`src/rtl/reg_file_sb.sv`:
```
// Register file with scoreboard: two combinational read ports with optional writeback bypass,
// one writeback port, and one pending-write bit per register with a registered popcount.
module reg_file_sb #(
    parameter int DATA_W   = 32,
    parameter int ADDR_W   = 5,
    parameter int ZERO_REG = 1,
    parameter int BYPASS   = 1
) (
    input  logic              CLK,
    input  logic              RST_N,
    input  logic [ADDR_W-1:0] add_1,
    input  logic [ADDR_W-1:0] add_2,
    output logic [DATA_W-1:0] r_data_1,
    output logic [DATA_W-1:0] r_data_2,
    output logic              busy_1,
    output logic              busy_2,
    input  logic [ADDR_W-1:0] add_3,
    input  logic [DATA_W-1:0] write_data,
    input  logic              REG_WRITE_W,
    input  logic [ADDR_W-1:0] issue_add,
    input  logic              ISSUE_EN,
    output logic [ADDR_W:0]   pend_cnt
);
    localparam int DEPTH = 1 << ADDR_W;

    logic [DATA_W-1:0] rf [DEPTH];
    logic [DEPTH-1:0]  pend;
    logic [DEPTH-1:0]  set_vec;
    logic [DEPTH-1:0]  clr_vec;
    logic              wr_ok;
    logic              iss_ok;
    logic              cnt_inc;
    logic              cnt_dec;

    // Register 0 is hard-wired when ZERO_REG is set: it never takes a write or an issue.
    assign wr_ok  = REG_WRITE_W && !((ZERO_REG != 0) && (add_3 == '0));
    assign iss_ok = ISSUE_EN && !((ZERO_REG != 0) && (issue_add == '0));

    genvar gi;
    generate
        for (gi = 0; gi < DEPTH; gi++) begin : g_pend
            assign set_vec[gi] = iss_ok && (issue_add == ADDR_W'(gi));
            assign clr_vec[gi] = wr_ok && (add_3 == ADDR_W'(gi));
        end
    endgenerate

    // Count only real transitions; a set on the register being cleared keeps it pending.
    assign cnt_inc = iss_ok && !pend[issue_add];
    assign cnt_dec = wr_ok && pend[add_3] && !(iss_ok && (issue_add == add_3));

    always_ff @(posedge CLK or negedge RST_N) begin
        if (!RST_N) begin
            for (int i = 0; i < DEPTH; i++) begin
                rf[i] <= '0;
            end
        end else if (wr_ok) begin
            rf[add_3] <= write_data;
        end
    end

    always_ff @(posedge CLK or negedge RST_N) begin
        if (!RST_N) begin
            pend     <= '0;
            pend_cnt <= '0;
        end else begin
            pend     <= (pend & ~clr_vec) | set_vec;
            pend_cnt <= pend_cnt + {{ADDR_W{1'b0}}, cnt_inc} - {{ADDR_W{1'b0}}, cnt_dec};
        end
    end

    logic [ADDR_W-1:0] rd_addr [2];
    logic [DATA_W-1:0] rd_data [2];
    logic              rd_busy [2];

    assign rd_addr[0] = add_1;
    assign rd_addr[1] = add_2;

    generate
        for (gi = 0; gi < 2; gi++) begin : g_rd
            logic is_zero;
            logic fwd;
            assign is_zero     = (ZERO_REG != 0) && (rd_addr[gi] == '0);
            assign fwd         = (BYPASS != 0) && wr_ok && (add_3 == rd_addr[gi]);
            assign rd_data[gi] = is_zero ? '0 : (fwd ? write_data : rf[rd_addr[gi]]);
            assign rd_busy[gi] = !is_zero && pend[rd_addr[gi]] && !fwd;
        end
    endgenerate

    assign r_data_1 = rd_data[0];
    assign r_data_2 = rd_data[1];
    assign busy_1   = rd_busy[0];
    assign busy_2   = rd_busy[1];
endmodule

```
`config.mk`:
```
export PLATFORM = sky130hd
export DESIGN_NAME = reg_file_sb
export DESIGN_NICKNAME = d
export VERILOG_FILES = /design/src/rtl/reg_file_sb.sv
export SDC_FILE = /design/constraint.sdc
export NUM_CORES = 2
export LEC_CHECK = 0
export BUFFER_PORTS_ARGS = -buffer_cell sky130_fd_sc_hd__buf_2
export CAP_MARGIN = 20
export CORE_UTILIZATION = 25
export CTS_CLUSTER_DIAMETER = 80
export CTS_CLUSTER_SIZE = 24
export DETAILED_ROUTE_END_ITERATION = 16
export GPL_ROUTABILITY_DRIVEN = 0
export PLACE_DENSITY = 0.45
export SYNTH_ARGS = -nofsm -noshare
export SYNTH_HDL_FRONTEND = slang
export SYNTH_SLANG_ARGS = --single-unit
```
`constraint.sdc`:
```
create_clock -name CLK -period 7 [get_ports CLK]
set_clock_uncertainty 0.15 [all_clocks]
set_input_delay 1.4 -clock CLK [delete_from_list [all_inputs] [get_ports CLK]]
set_output_delay 1.4 -clock CLK [all_outputs]
set_load 0.03 [all_outputs]
```
==> results.json <==
{
  "slowest_delay_ps": 610,
  "endpoint_kind": "output port",
  "clkTransAtPathRegs_ps": 100,
  "drtPass1Iterations": 5,
  "htreeDepth": 2,
  "rsz0062_at_grt": "no",
  "die_x_microns": 482,
  "yosys_warnings": 0,
  "worst_slew_pin_slew_ps": 1130,
  "status": "finished clean",
  "path_buf_inv": 3,
  "grt_overflow_total": 0,
  "ir_drop_uv": 193,
  "power_mw": 16.6,
  "clock-sinks": 1062,
  "layout_min_cycle_time_ps": 6070,
  "grt_pass1_vias": 37900,
  "cts_inserted_buffers": 60,
  "crit_type": "input pin to output port",
  "critPathMostFrequentCell": "buf_2",
  "powerDensity_nw_per_um2": 259,
  "core_area_sq_um": 228000,
  "yosysUniqueCellTypes": 52,
  "fp.dieH_microns": 482,
  "viasPerCell": 5.30,
  "antenna_found_initial": 29,
  "wl_microns": 209000,
  "vias": 36700,
  "synth_edf_count": 0,
  "yosys-top-cells-count": "mux2_2 (1156), dfrtp_1 (1062), mux4_2 (495)",
  "dp_hpwl_microns": 130000,
  "cts_root_buf": "clkbuf_16",
  "setup_viol": 0,
  "clock.fmax_mhz": 165,
  "finalHoldViolations": 0,
  "cts.path.max_buffers": 3,
  "synth_area_leaders": "dfrtp_1 (46%), mux2_2 (23%), mux4_2 (19%)",
  "routedWlPerCell_microns": 30.1,
  "period_share_pct": 86.7,
  "maxCapViolCount": 0,
  "critPathSlowestCell": "nand3_2",
  "timing.hold.ws_ps": 254,
  "ctsHoldBuffers": 0,
  "yosysMostFrequentCell": "mux2_2",
  "antenna_left": 0,
  "final_util_pct": 28.1,
  "layout-drive-gt1-share_pct": 53.5,
  "synth_seq_cells": 1062,
  "hp-class": "flip-flop to flip-flop",
  "crit_fanout": 16,
  "port_buffers": 127,
  "dieArea_sq_um": 232000,
  "final_max_slew_viol_count": 0,
  "start_util_pct": 25.2,
  "layout.nets": 3930,
  "grt_max_degree": 138,
  "drt_iter0_markers": 2898,
  "track_usage_pct": 17.8,
  "syn_avg_cell_area_sq_um": 14.5,
  "slew_headroom_pct": 22.5,
  "io_pins": 128,
  "startpoint_type": "input pin",
  "synth-async-reset-ratio_pct": 100,
  "synth_fp_nets": 4031,
  "grt_first_pass_wirelength_microns": 299000,
  "path_delay_family": "simple AND/OR/NAND/NOR gates",
  "tns_ps": 0,
  "synthFlopType": "dfrtp_1",
  "insertion_delay_ps": 720,
  "p_leak_nw": 26.6,
  "synth_top_cell_area_share_pct": 46.2,
  "ys_seq_area_share_pct": 46.2,
  "synthesis.area_sq_um": 57500,
  "placementRows": 175,
  "path_cells": "buf_2 > nor2b_1 > nand3_2 > buf_4 > o22ai_1 > or4_1 > o31ai_1 > buf_2",
  "cts_resized": 0,
  "netlist_instances": 3968,
  "cts_tree": "done",
  "yosysTopAreaCell": "dfrtp_1",
  "remaining_drc_errors": 0,
  "post-cts-setup-buffer-count": 0,
  "syn_to_final_growth_pct": 11.5,
  "cp.arrival_ps": 4520,
  "crit_required_ps": 5450
}
cells in the final DEF (no fill, tap or decap), types with 8 or more instances in the layout:
| cell type | synthesis | routed |
|---|---|---|
| mux2_2 | 1156 | 1156 |
| dfrtp_1 | 1062 | 1062 |
| mux4_2 | 495 | 495 |
| buf_4 | 10 | 126 |
| buf_2 | 126 | 119 |
| nand2_1 | 120 | 108 |
| o22ai_1 | 101 | 101 |
| nor2_1 | 94 | 76 |
| a22oi_1 | 64 | 64 |
| clkbuf_16 | 0 | 60 |
| o21ai_0 | 57 | 57 |
| nand3_1 | 43 | 41 |
| nor2b_1 | 42 | 38 |
| buf_12 | 0 | 37 |
| mux2i_1 | 36 | 36 |
| o31ai_1 | 34 | 34 |
| a211oi_1 | 32 | 32 |
| a2111oi_0 | 30 | 30 |
| or4_1 | 25 | 25 |
| inv_1 | 18 | 18 |
| nor2_4 | 0 | 18 |
| xnor2_1 | 13 | 13 |
| nand2_4 | 0 | 10 |
| a22o_1 | 10 | 10 |
| a21oi_1 | 9 | 9 |
| diode_2 | 0 | 8 |
| nand2b_1 | 10 | 8 |
cell families (layout without fill, tap and decap cells):
family	count (synthesis)	count (layout)	share of synthesized area, %
mux	1687	1687	42.6
flops	1062	1062	46.2
buf+inv	469	407	3.40
simple gates	370	370	3.10
compound gates	353	353	4.23
xor+xnor	20	20	0.304
fa+ha+maj	7	7	0.165
other cells	0	8	0
stage by stage:
step	area, sq um	cells	setup slack, ps
3_5_place_dp	62100	6813	970
4_1_cts	64100	6914	954
2_1_floorplan	57500	3968	1720
5_1_grt	64200	6921	824
6_report	64200	6923	932
3_3_place_gp	62000	6810	730
power by group:
part           internal (mW)  switching (mW)  total [mW]  leakage, nW
sequential              7.31           0.871        8.18         13.6
clock                   1.85            2.44        4.28        0.978
combinational           2.37            1.80        4.17         12.1
state kept, by name, indices dropped and copies added (netlist names):
| register | cells |
|---|---|
| rf | 1024 |
| pend | 32 |
| pend_cnt | 6 |
worst reg2reg max path, cell delays in order, from the launching register on:
cell,delay (ps)
dfrtp_1,450
mux4_2,500
mux4_2,490
a22oi_1,200
nand3_1,170
ha_1,420
inv_1,90
ha_1,160
inv_1,60
fa_1,420
inv_1,70
a21o_1,110
a21oi_1,80
xnor2_1,130
cell type report:
type | instances | area [sq um]
repair buffers | 288 | 2370
inverters | 18 | 67.6
clock inverters | 36 | 480
multi-input cells | 2437 | 29300
flip-flops and latches | 1062 | 26600
well taps | 3009 | 3760
fillers | 23200 | 164000
diodes | 8 | 20.0
clock buffers | 65 | 1540
metal layers:
layer	routed length (microns)	share of wire (%)	GRT usage, %
met5	27	0.013	0
met4	6280	3.0	5.12
met3	8340	4.0	2.09
met2	100000	48	29.2
met1	93900	45	24.7
path summary, 6_finish.rpt:
check,from,endpoint,slack (ps),cells after the start
max in group asynchronous,RST_N,rf[270],4710,2
min in group asynchronous,RST_N,rf[379],530,1
worst max-delay path,add_1[4],r_data_1[2],930,8
worst max register to register,pend[31],pend_cnt[4],3410,13
worst min-delay path,rf[992],rf[992],250,0
worst min register to register,rf[992],rf[992],250,0
(Power assumes the default switching activity.)
